===== src/rtl/fb_write_arbiter.sv =====
// fb_write_arbiter: merges per-channel framebuffer write streams into one registered write port
// Ports: clk/reset (async, active-high); ch_we/ch_addr/ch_wdata per-channel pushes;
// ch_full/ch_overflow per-channel status; ovf_clear clears overflow flags;
// mem_write/mem_addr/mem_wdata output word with mem_ready handshake; busy = work pending.
module fb_write_arbiter #(
  parameter int NUM_CH     = 2,
  parameter int ADDR_WIDTH = 16,
  parameter int DATA_WIDTH = 32,
  parameter int FIFO_DEPTH = 4,
  parameter int ARB_MODE   = 0
) (
  input  logic                         clk,
  input  logic                         reset,
  input  logic [NUM_CH-1:0]            ch_we,
  input  logic [NUM_CH*ADDR_WIDTH-1:0] ch_addr,
  input  logic [NUM_CH*DATA_WIDTH-1:0] ch_wdata,
  output logic [NUM_CH-1:0]            ch_full,
  output logic [NUM_CH-1:0]            ch_overflow,
  input  logic                         ovf_clear,
  output logic                         mem_write,
  output logic [ADDR_WIDTH-1:0]        mem_addr,
  output logic [DATA_WIDTH-1:0]        mem_wdata,
  input  logic                         mem_ready,
  output logic                         busy
);
  localparam int PW = $clog2(FIFO_DEPTH);
  localparam int CW = PW + 1;
  localparam int GW = NUM_CH > 1 ? $clog2(NUM_CH) : 1;
  localparam int EW = ADDR_WIDTH + DATA_WIDTH;
  logic [EW-1:0]     r_mem [NUM_CH][FIFO_DEPTH];
  logic [PW-1:0]     r_wptr [NUM_CH];
  logic [PW-1:0]     r_rptr [NUM_CH];
  logic [CW-1:0]     r_cnt [NUM_CH];
  logic [GW-1:0]     r_last;
  logic [GW-1:0]     w_sel;
  logic [NUM_CH-1:0] w_nonempty;
  logic [NUM_CH-1:0] w_push;
  logic [NUM_CH-1:0] w_pop;
  logic              w_load;
  logic              w_grant;
  logic [EW-1:0]     w_head;
  // k-th candidate in search order: fixed priority walks 0..NUM_CH-1,
  // round-robin walks last+1 .. last+NUM_CH modulo NUM_CH
  function automatic logic [GW-1:0] cand(input logic [GW-1:0] last, input int k);
    return GW'(ARB_MODE != 0 ? k - 1 : (int'(last) + k) % NUM_CH);
  endfunction
  always_comb begin
    w_nonempty = '0;
    ch_full    = '0;
    for (int i = 0; i < NUM_CH; i++) begin
      w_nonempty[i] = r_cnt[i] != '0;
      ch_full[i]    = r_cnt[i] == CW'(FIFO_DEPTH);
    end
  end
  // scan from lowest to highest priority so the earliest candidate overwrites last
  always_comb begin
    w_sel = '0;
    for (int k = NUM_CH; k >= 1; k--)
      if (w_nonempty[cand(r_last, k)]) w_sel = cand(r_last, k);
  end
  assign w_push  = ch_we & ~ch_full;
  assign w_load  = ~mem_write | mem_ready;
  assign w_grant = w_load & |w_nonempty;
  assign w_pop   = w_grant ? NUM_CH'(1) << w_sel : '0;
  assign w_head  = r_mem[w_sel][r_rptr[w_sel]];
  assign busy    = |w_nonempty | mem_write;
  always_ff @(posedge clk) begin
    for (int i = 0; i < NUM_CH; i++)
      if (w_push[i]) r_mem[i][r_wptr[i]] <= {ch_addr[i*ADDR_WIDTH +: ADDR_WIDTH], ch_wdata[i*DATA_WIDTH +: DATA_WIDTH]};
  end
  always_ff @(posedge clk or posedge reset) begin
    if (reset) begin
      for (int i = 0; i < NUM_CH; i++) begin
        r_wptr[i] <= '0;
        r_rptr[i] <= '0;
        r_cnt[i]  <= '0;
      end
      ch_overflow <= '0;
      r_last      <= GW'(NUM_CH - 1);
      mem_write   <= 1'b0;
      mem_addr    <= '0;
      mem_wdata   <= '0;
    end else begin
      for (int i = 0; i < NUM_CH; i++) begin
        if (w_push[i]) r_wptr[i] <= r_wptr[i] + 1'b1;
        if (w_pop[i]) r_rptr[i] <= r_rptr[i] + 1'b1;
        r_cnt[i] <= r_cnt[i] + CW'(w_push[i]) - CW'(w_pop[i]);
      end
      // a fresh drop in the same cycle as a clear keeps its flag set
      ch_overflow <= (ovf_clear ? '0 : ch_overflow) | (ch_we & ch_full);
      if (w_grant) r_last <= w_sel;
      if (w_load) mem_write <= |w_nonempty;
      if (w_grant) {mem_addr, mem_wdata} <= w_head;
    end
  end
endmodule


===== config.mk =====
export PLATFORM = sky130hd
export DESIGN_NAME = fb_write_arbiter
export DESIGN_NICKNAME = d
export VERILOG_FILES = /design/src/rtl/fb_write_arbiter.sv
export SDC_FILE = /design/constraint.sdc
export NUM_CORES = 1
export LEC_CHECK = 0
export BUFFER_PORTS_ARGS = -buffer_cell sky130_fd_sc_hd__buf_2
export CORE_UTILIZATION = 50
export DETAILED_ROUTE_END_ITERATION = 10
export PLACE_DENSITY = 0.69
export SETUP_SLACK_MARGIN = 0.05
export SYNTH_ARGS = -nofsm -noshare
export SYNTH_HDL_FRONTEND = slang
export SYNTH_SLANG_ARGS = --single-unit

===== constraint.sdc =====
create_clock -name clk -period 3.17 [get_ports clk]
set_clock_uncertainty 0.05 [all_clocks]
set_input_delay 0 -clock clk [delete_from_list [all_inputs] [get_ports clk]]
set_output_delay 0 -clock clk [all_outputs]
set_load 0.01 [all_outputs]

# Yosys cells after proc, flatten, opt, wreduce, memory -nomap -nowiden
# Memories as Yosys holds them, arrays and structs flattened.
# Index checks and enable logic that the tools add are counted.
word_totals:
  input_bits: 102
  n_memories: 1
  ramBits: 384
  output_inout_bits: 54
  word_cells: 72
  reg_bits: 66
memory_table:
  columns: ["memory", "depth", "word_bits", "read_ports", "rd_clocked_by_memory_dff", "wr", "line_no", "text"]
  rows:
  - ["r_mem", 2, 192, 1, 0, 2, "30", "logic [EW-1:0] r_mem [NUM_CH][FIFO_DEPTH];"]
op_classes:
  n_eq_ne: 2
  n_lt_le_gt_ge: 8
  n_addsub: 10
  muxes: 22
  shift: 1
  bitwise_logic: 12
  reduce_logical: 5
op_table:
  columns: ["op", "n"]
  rows:
  - ["$mux W192", 2]
  - ["$demux W48 S2", 2]
  - ["$mux W48", 4]
  - ["$bmux W48 S2", 1]
  - ["$mux W2", 5]
  - ["$ge A3 B3 Y1 const B", 3]
  - ["$not A2 Y3", 3]
  - ["$add A2 B1 Y2 const B", 4]
  - ["$mux W1", 8]
  - ["$add A3 B1 Y3", 2]
  - ["$eq A3 B3 Y1 const B", 2]
  - ["$lt A3 B1 Y1 const B", 2]
  - ["$reduce_bool A3 Y1", 2]
  - ["$sub A3 B1 Y3", 2]
  - ["$and A2 B2 Y2", 2]
  - ["$lt A1 B2 Y1 const B", 2]
  - ["$add A1 B1 Y1 const B", 2]
  - ["$ge A2 B2 Y1 const B", 1]
  - ["$logic_and A1 B1 Y1", 2]
  - ["$not A1 Y2", 1]
  - ["$not A2 Y2", 1]
  - ["$or A1 B1 Y1", 2]
  - ["$or A2 B2 Y2", 1]
  - ["$reduce_or A2 Y1", 1]
  - ["other kinds (3)", 3]

# Logic depth before layout (Yosys ltp)
# Gate-level depths: netlist (run 1).
depth:
  ltp_word: 13
  depth_mapped: 12
  depth_no_buf: 10

# Least setup slack after synthesis (run 1)
# No wires, ideal clock.
synth_path:
  path_kind: "reg-to-reg"
  start: "register r_cnt[1] in the netlist's numbering"
  end: "register r_cnt[2] in the netlist's numbering"
  path_stages_with_launch: 13
  setup_slack_ns: 0.426
  arrival_ns: 2.568
  required_ns: 2.994
  synth_period_minus_slack_ns: 2.744
  setup_time_ns: 0.126
  n_path_buf: 2
  path_cell_list: "dfrtp_1 > or3_1 > buf_6 > nand2_1 > clkbuf_1 > nor2_1 > ha_1 > inv_1 > ha_1 > inv_1 > fa_1 > xnor2_1 > xnor2_1"
synth_via:
  elab_chain_cells: 8
  word_cells_on_any_way: 16
synth_lines:
  columns: ["element", "line_no", "text"]
  rows:
  - ["start: declaration", "33", "logic [CW-1:0] r_cnt [NUM_CH];"]
  - ["start signal: indexed assignment", "87", "r_cnt[i] <= r_cnt[i] + CW'(w_push[i]) - CW'(w_pop[i]);"]
  - ["$reduce_bool A3 Y1 (*)", "51", "w_nonempty[i] = r_cnt[i] != '0;"]
  - ["$mux W1 (implied by the code) (2 in a row)", "59", "if (w_nonempty[cand(r_last, k)]) w_sel = cand(r_last, k);"]
  - ["$mux W1 (2 in a row)", "59", null]
  - ["$shl A1 B1 Y2", "64", "assign w_pop = w_grant ? NUM_CH'(1) << w_sel : '0;"]
  - ["$mux W2 (*)", "64", null]
  - ["named net w_pop[1]", "38", "logic [NUM_CH-1:0] w_pop;"]
  - ["$sub A3 B1 Y3 (*)", "87", null]
# The timed path passes the listed nets; every way through them passes the cells marked *. The select of a mux whose other input is x is not followed.
# A chain may end at the register's enable or synchronous reset.

# Worst setup path after layout (run 1)
layout_path:
  start: "register r_cnt[1] in the netlist's numbering"
  end: "register r_cnt[5] in the netlist's numbering"
# The elaborated chain is that of the path after synthesis.

==> results of run 1 <==
[power groups by stage]
stage                     Clock, mW  Sequential, mW  Combinational, mW
final                          5.33            8.75               6.61
after global routing           5.61            8.89               7.16
after CTS                      5.38            8.75               6.66
after global placement            0            8.81               6.39
after detailed placement          0            8.86               6.53
after floorplan                   0            8.62               4.50
[stage by stage]
step	instance area (µm²)	hold slack (ps)	power, mW	utilization [%]
final	21950	152.9	20.68	61.86
after global placement	19440	147.7	15.19	54.79
after CTS	21950	126.2	20.79	61.85
after global routing	21950	156.3	21.66	61.86
after floorplan	17950	46.45	13.11	-
after detailed placement	19440	166.1	15.38	54.79
[cell usage after synthesis (all sizes together) (2+ instances only)]
library cell	n	area, µm²
edfxtp	384	11530
mux2i	136	1361
mux2	96	1081
o221ai	76	740.7
dfrtp	65	1627
o21ai	61	305.3
nand2	53	198.9
clkbuf	41	153.9
nand3	29	195.2
buf	27	141.4
inv	16	60.06
ha	12	150.1
and2	9	56.30
xnor2	6	52.55
nor2	4	15.01
xor2	4	35.03
a21oi	3	15.01
nor2b	3	18.77
or3	3	18.77
fa	2	40.04
nor3	2	10.01
nor3b	2	15.01
nor4	2	18.77
[how the worst max path moves through the flow]
stage                         from  endpoint  depth (start not counted)
final                     r_cnt[1]  r_cnt[5]                          9
after global routing      r_cnt[1]  r_cnt[5]                          9
after CTS                 r_cnt[1]  r_cnt[5]                          9
after detailed placement  r_cnt[1]  r_cnt[5]                          9
after global placement    r_cnt[1]  r_cnt[5]                          9
after floorplan           r_cnt[1]  r_cnt[2]                         12
[cells in the final DEF (no fill, tap or decap), types with 3 or more instances in the layout]
cell	n
mux2_2	96
o221ai_2	12
buf_4	26
clkbuf_16	45
inv_1	15
dlygate4sd3_1	102
and2_4	8
nand3_1	19
clkbuf_8	5
clkinvlp_4	3
xor2_1	4
o221ai_1	64
clkbuf_1	10
xnor2_1	6
buf_12	8
nand2_1	52
bufinv_16	6
dfrtp_2	3
ha_1	12
buf_2	155
clkinv_1	4
clkinv_2	8
mux2i_1	136
edfxtp_1	384
nor2_1	4
or3_1	3
o21ai_0	60
nand3_2	10
dfrtp_1	61
nor2b_1	3
[kinds of logic (layout without fill, tap and decap cells)]
kind of cell | Yosys count | after routing | synth area share [%]
flip-flops | 450 | 450 | 73.44
multiplexers | 232 | 232 | 13.60
AO/OA/AOI/OAI | 146 | 146 | 6.301
AND/OR/NAND/NOR | 109 | 109 | 3.129
buffers and inverters | 84 | 387 | 1.979
adder cells (fa/ha/maj) | 14 | 14 | 1.059
XOR/XNOR | 10 | 10 | 0.4879
other | 0 | 1 | 0
[per-layer routing]
layer / share of wire [%] / track usage [%] / vias up
li1: - / - / 4649
met1: 43 / 30.54 / 5198
met2: 48 / 37.61 / 363
met3: 5.9 / 4.112 / 73
met4: 2.5 / 7.875 / 0
met5: 0 / 0 / -
[layout make-up]
cell class / count / area share, %
antenna: 1 / 0.01140
multi-input combinational: 511 / 20.41
clock inverter: 20 / 1.152
clock buffer: 60 / 5.615
tap: 461 / 2.628
inverter: 16 / 0.2793
timing repair buffer: 291 / 9.805
sequential: 450 / 60.10
[flip-flops by register name, summed over array words and instances (netlist names)]
signal and cells:
mem_write 1, r_mem 384, mem_wdata 32, r_cnt 6
r_wptr 4, ch_overflow 2, r_last 1, mem_addr 16
r_rptr 4
[worst max-delay path: cells and delay by family (launching register included)]
family | cells | cell delay, ps
buffers and inverters | 1 | 40
AOI/OAI and AO/OA | 1 | 210
and+or+nand+nor | 2 | 650
xor gates and xnor gates | 2 | 320
adders and majority gates | 3 | 850
DFF | 1 | 450
==> results.yml, run 1 <==
power:
  p_sw_mw: 6.696
  p_per_area_nw_per_um2: 942.3
  p_leak_nw: 8.182
  p_comb_share_pct: 31.9
  seqPwrFrac_pct: 42.3
  swShare_pct: 32.37
  peakVddDrop_v: 0.0008526
  clkPwrFrac_pct: 25.8
  p_int_mw: 13.99
setup_path:
  critPathMaxStageDelay_ps: 570
  slowest_stage: "or3_1"
  critPathKind: "reg2reg"
  end_kind: "register"
  rr_startpoint: "r_cnt[1]"
  arrival_ps: 3060
  rr_worst_depth: 9
  cp_max_fo: 7
  cp_cell_sequence: "or3_1 > o21ai_4 > nor2_1 > ha_1 > inv_1 > ha_1 > fa_1 > xnor2_1 > xnor2_1"
  r2r_end: "r_cnt[5]"
  cp-start-kind: "register"
  cp.required_ps: 3580
  rrSetupSlack_ps: 520
die:
  die_height_um: 191.5
  start_util_pct: 50.59
  core_area_um2: 35480
  die_area_um2: 36670
  rows: 69
  die_x_um: 191.5
  ioPinCount: 156
finish:
  final_nets: 1430
  drive_gt1_share_pct: 29.38
  area_growth_pct: 22.26
  seqCellArea_um2: 13190
  multiInputGateArea_um2: 4479
  fillCellCount: 2542
  instances_no_fill: 1810
logic_synthesis:
  yosysWarnings: 0
  ys_seq_elements: 450
  yosysSeqAreaShare_pct: 73.44
  async_flop_share_pct: 14.67
  synthFlopType: "edfxtp_1"
  syn_inst: 1045
  synth.avg_cell_area_um2: 17.18
  synth_cell_types: 37
  synth_edf_count: 384
  netlist_area_um2: 17950
  synth_fp_nets: 1161
clock_network:
  cts_tree: "yes"
  clk_path_buf_depth: 3
  clock_latency_ps: 550
  cts.root.buffer_cell: "clkbuf_16"
  cts_buffers: 44
  ctsHoldBuffers: 102
  cts_max_level: 2
  cts_sinks: 450
  post_cts_buffers: 0
  clk_pin_slew_ps: 60
  cts_resized: 0
grt:
  grt_pass1_wl_um: 62080
  grt_pass1_vias: 10720
  antenna_found_initial: 1
  grt-ovfl-total: 0
  grt_max_degree: 97
  grtUsageTotal_pct: 22.82
placement:
  gp_congestion: 0.7794
  pre_cts_slack_ps: 522.4
  dp_hpwl_um: 23410
  dp_cells: 1627
  numPortBuffers: 155
timing:
  hold_viol: 0
  setup_viol: 0
  finalCritPeriodShare_pct: 83.52
  rsz0062_at_grt: "no"
  slew_headroom_pct: 35.18
  fin_ws_ps: 522.5
  drv_slew: 0
  finalCriticalPeriod_ps: 2647
  max_freq_ghz: 0.3777
  worst_slew_pin_slew_ps: 971.1
  setup_tns_ps: 0
routing:
  vias_per_cell: 5.681
  drt_wl_total_um: 41250
  avgRoutedWirePerCell_um: 22.79
  drtPass1Iterations: 5
  drt_iter0_markers: 559
  drc: 0
  ant_nets: 0
  num_vias: 10280
worst_hold_path:
  worstHoldPathType: "in2reg"
  min_delay_path_depth: 2
  worstHoldStart: "ch_addr[0]"
  whs_endpoint: "r_mem[0][32]"
status:
  status: "complete, no violations"
flow_run:
  maxCapViolCount: 0
Note: power is estimated with default switching activity, not from simulation.
==> run 2, diff against run 1 <==
Settings changed: PLACE_DENSITY 0.69 to 0.71.
Clock period 3.17 ns to 2.35 ns, I/O delays scaled along.
==> results.yml, run 2 (synthesized netlist as in run 1, its figures left out) <==
setup_path:
  slowest_stage: "or3_4"
  cp-start-kind: "register"
  arrival_ps: 2680
  cp_cell_sequence: "or3_4 > o21ai_4 > nor2_2 > ha_1 > inv_1 > ha_2 > fa_2 > xnor2_2 > xnor2_1"
  cp_top_family: "adder cells"
  critPathKind: "reg2reg"
  critPathMaxStageDelay_ps: 430
  cp.required_ps: 2730
  end_kind: "register"
  crit_buf_inv: 1
  cp_max_fo: 3
grt:
  grt-ovfl-total: 0
  grt_pass1_vias: 10680
  antenna_found_initial: 2
  grt_pass1_wl_um: 62010
  grt_max_degree: 97
  grtUsageTotal_pct: 22.70
flow_run:
  maxCapViolCount: 0
die:
  ioPinCount: 156
  die_x_um: 191.5
  start_util_pct: 50.59
  core_area_um2: 35480
  die_height_um: 191.5
  rows: 69
  die_area_um2: 36670
timing:
  worst_hold_slack_ps: 144.4
  worst_slew_pin_slew_ps: 818.7
  finalCriticalPeriod_ps: 2306
  rsz0062_at_grt: "yes"
  setup_tns_ps: 0
  setup_viol: 0
  slew_headroom_pct: 45.42
  drv_slew: 0
  fin_ws_ps: 44.26
  finalCritPeriodShare_pct: 98.12
  max_freq_ghz: 0.4337
  hold_viol: 0
finish:
  final_common_cell: "edfxtp_1"
  instances_no_fill: 1835
  mostFrequentLayoutCells: "384 x edfxtp_1, 155 x buf_2, 136 x mux2i_1"
  largest_reg_flops: 384
  drive_gt1_share_pct: 31.54
  final_nets: 1453
  post-route-cell-area_um2: 22370
  post-route-util_pct: 63.03
  area_growth_pct: 24.58
routing:
  avgRoutedWirePerCell_um: 22.12
  drt_iter0_markers: 649
  vias_per_cell: 5.590
  ant_nets: 0
  drc: 0
  num_vias: 10260
  drtPass1Iterations: 5
  drt_wl_total_um: 40600
placement:
  placed_cell_area_um2: 19810
  pre_cts_slack_ps: -41.78
  dp_cells: 1646
  numPortBuffers: 155
  dp_hpwl_um: 23440
  gp_congestion: 0.7448
clock_network:
  cts_tree: "yes"
  cts_buffers: 45
  clk_pin_slew_ps: 60
  cts_sinks: 450
  clk_path_buf_depth: 3
  cts_max_level: 2
  clock_latency_ps: 550
  cts.root.buffer_cell: "clkbuf_16"
power:
  p_total_mw: 28.31
  p_per_area_nw_per_um2: 1266
  peakVddDrop_v: 0.001080
  p_leak_nw: 8.369
status:
  status: "complete, no violations"
worst_hold_path:
  worstHoldPathType: "in2reg"
run 2: cell types whose count changed in the layout (fill, tap and decap cells not counted), sizes merged:
cell	delta
dlygate4sd3	+1
clkbuf	+5
bufinv	-4
clkinv	+2
buf	+21
inv	+2
clkinvlp	-2
run 2: metal layers:
layer  share of wire (%)  GRT usage [%]  up-vias
met5               0.032              0        -
met4                 1.8          5.739        2
met3                 6.0          4.057       68
met2                  48          38.00      324
li1                    -              -     4687
met1                  44          30.73     5176
run 2: worst paths after layout:
kind	to	cells after the start	from	slack [ps]
worst max-delay path	r_cnt[5]	9	r_cnt[1]	40
worst min-delay path	r_mem[0][55]	2	ch_wdata[7]	140
worst max register to register	r_cnt[5]	9	r_cnt[1]	40
worst min register to register	mem_wdata[21]	2	mem_wdata[21]	430
max in group asynchronous	r_last	5	reset	1040
min in group asynchronous	mem_addr[1]	4	reset	520
run 2: power by group:
part           internal, mW  leakage (nW)  switching, mW
logic                  4.31          3.33           5.40
registers              10.7          4.31          0.861
clock network          4.11         0.724           2.88
total                  19.2          8.37           9.15
run 2: what timing repair did:
| action | 4_1_cts | 5_1_grt |
|---|---|---|
| setup buffers | 0 | 2 |
| hold endpoints to repair | 458 | 0 |
| setup endpoints to repair | 2 | 2 |
| hold buffers | 103 | 0 |
| resized for setup | 7 | 4 |
| pin swaps | 0 | 5 |
run 2: area by class of cell:
type | count | area [µm²]
Inverter | 16 | 61.31
Fill cell | 2504 | 13120
Clock buffer | 65 | 1314
Multi-Input combinational cell | 511 | 4539
Sequential cell | 450 | 13190
Clock inverter | 18 | 146.4
Antenna cell | 1 | 2.502
Timing Repair Buffer | 313 | 2532
Tap cell | 461 | 576.8
run 2: worst reg2reg max path: cells and delay by family, from the launching register on:
kind / cells / cell delay (ps)
AOI/OAI and AO/OA: 1 / 180
buffers and inverters: 1 / 40
xor gates and xnor gates: 2 / 260
adders and majority gates: 3 / 790
and+or+nand+nor: 2 / 480
DFF: 1 / 380
==> run 3, diff against run 2 <==
Settings changed: CORE_UTILIZATION 50 to 42, PLACE_DENSITY 0.71 to unset.
==> results.yml, run 3 (synthesized netlist as in run 1, its figures left out) <==
status:
  status: "complete, no violations"
finish:
  largest_reg_flops: 384
  final_common_cell: "edfxtp_1"
  mostFrequentLayoutCells: "384 x edfxtp_1, 155 x buf_2, 136 x mux2i_1"
  final_nets: 1450
  drive_gt1_share_pct: 31.29
  fillCellCount: 3392
  antennaDiodeCount: 0
  area_growth_pct: 25.24
flow_run:
  maxCapViolCount: 0
timing:
  worst_slew_pin_slew_ps: 917.2
  rsz0062_at_grt: "yes"
  drv_slew: 0
  finalCriticalPeriod_ps: 2299
  setup_tns_ps: 0
  max_freq_ghz: 0.4350
  setup_viol: 0
  worst_hold_slack_ps: 141.6
  hold_viol: 0
  finalCritPeriodShare_pct: 97.82
  slew_headroom_pct: 38.86
grt:
  grt_max_degree: 97
  antenna_found_initial: 0
  grtUsageTotal_pct: 19.58
  grt-ovfl-total: 0
  grt_pass1_wl_um: 63680
  grt_pass1_vias: 10730
power:
  p_leak_nw: 8.351
  peakVddDrop_v: 0.0008573
  p_per_area_nw_per_um2: 1274
routing:
  drc: 0
  wl_met1_um: 18440
  avgRoutedWirePerCell_um: 22.10
  met3_length_um: 2076
  route.met2.wl_um: 20880
  drt_wl_total_um: 42220
  num_vias: 10020
  ant_nets: 0
  drt_iter0_markers: 656
  highest_layer: "met4"
  drtPass1Iterations: 4
  vias_per_cell: 5.243
placement:
  gp_congestion: 0.7270
  numPortBuffers: 155
  dp_hpwl_um: 23740
die:
  die_x_um: 208.7
  die_area_um2: 43570
  rows: 75
  start_util_pct: 42.70
  die_height_um: 208.7
  ioPinCount: 156
  core_area_um2: 42040
setup_path:
  arrival_ps: 2690
  cp_max_fo: 6
  cp.required_ps: 2740
  end_kind: "register"
  cp-start-kind: "register"
  critPathKind: "reg2reg"
clock_network:
  cts_buffers: 47
  clk_path_buf_depth: 3
  cts.root.buffer_cell: "clkbuf_16"
  clock_latency_ps: 570
  cts_sinks: 450
  cts_tree: "yes"
  cts_max_level: 2
  clk_pin_slew_ps: 60
worst_hold_path:
  worstHoldPathType: "in2reg"
## run 3: cell types whose count changed in the layout (fill, tap and decap cells not counted), sizes merged
cell      before  now
inv           17   16
buf          210  205
clkbuf        65   73
clkinv        14    7
diode          1    0
bufinv         2    4
clkinvlp       1    2
## run 3: path summary, 6_finish.rpt
check	to	startpoint	depth (start not counted)	slack, ps
min in group asynchronous	mem_wdata[5]	reset	4	570
max	r_cnt[5]	r_cnt[5]	9	50
max reg2reg	r_cnt[5]	r_cnt[5]	9	50
max in group asynchronous	r_last	reset	5	1010
min reg2reg	mem_addr[10]	mem_addr[10]	2	430
min	r_mem[1][142]	ch_addr[30]	2	140
## run 3: per-stage QoR
stage / cells / power (mW) / util [%] / cell area [µm²] / setup WS [ps]
after floorplan: 1045 / 17.73 / - / 18000 / -143.4
after global placement: 1718 / 20.97 / 47.10 / 19800 / 35.46
after detailed placement: 1718 / 21.21 / 47.10 / 19800 / -10.86
after CTS: 1909 / 28.84 / 53.29 / 22400 / 38.93
after global routing: 1910 / 30.08 / 53.48 / 22480 / -22.64
final: 1910 / 28.64 / 53.48 / 22480 / 51.25
## run 3: layout make-up
class	instances	area [µm²]	area share, %
timing repair buffer	308	2432	10.82
multi-input combinational	511	4574	20.35
inverter	16	62.56	0.2783
clock buffer	73	1376	6.122
sequential	450	13190	58.68
clock inverter	13	170.2	0.7569
tap	539	674.4	3.000
## run 3: repair_timing
action / CTS / global route
gates resized for setup: 3 / 14
hold endpoints to repair: 458 / 0
endpoints found under the setup margin: 2 / 13
hold buffers: 103 / 0
buffers inserted: 2 / 1
pin swaps: 3 / 2
## run 3: worst max-delay path, cell delays in order (launching register included)
cell and delay, ps:
dfrtp_2 440, or3_4 410, o21ai_4 170, nor2_4 60
ha_4 260, inv_2 40, ha_4 140, fa_2 350
xnor2_2 140, xnor2_1 120
## run 3: where the power goes
group	switching, mW	internal (mW)	total, mW
logic	5.46	4.21	9.67
clock network	2.94	4.46	7.40
registers	0.823	10.7	11.6
total	9.23	19.4	28.6
## run 3: metal layers
metal / vias to the layer above / track usage (%)
met5: - / 0
met4: 0 / 6.161
met3: 56 / 3.697
met2: 242 / 33.54
met1: 5034 / 25.15
li1: 4683 / -
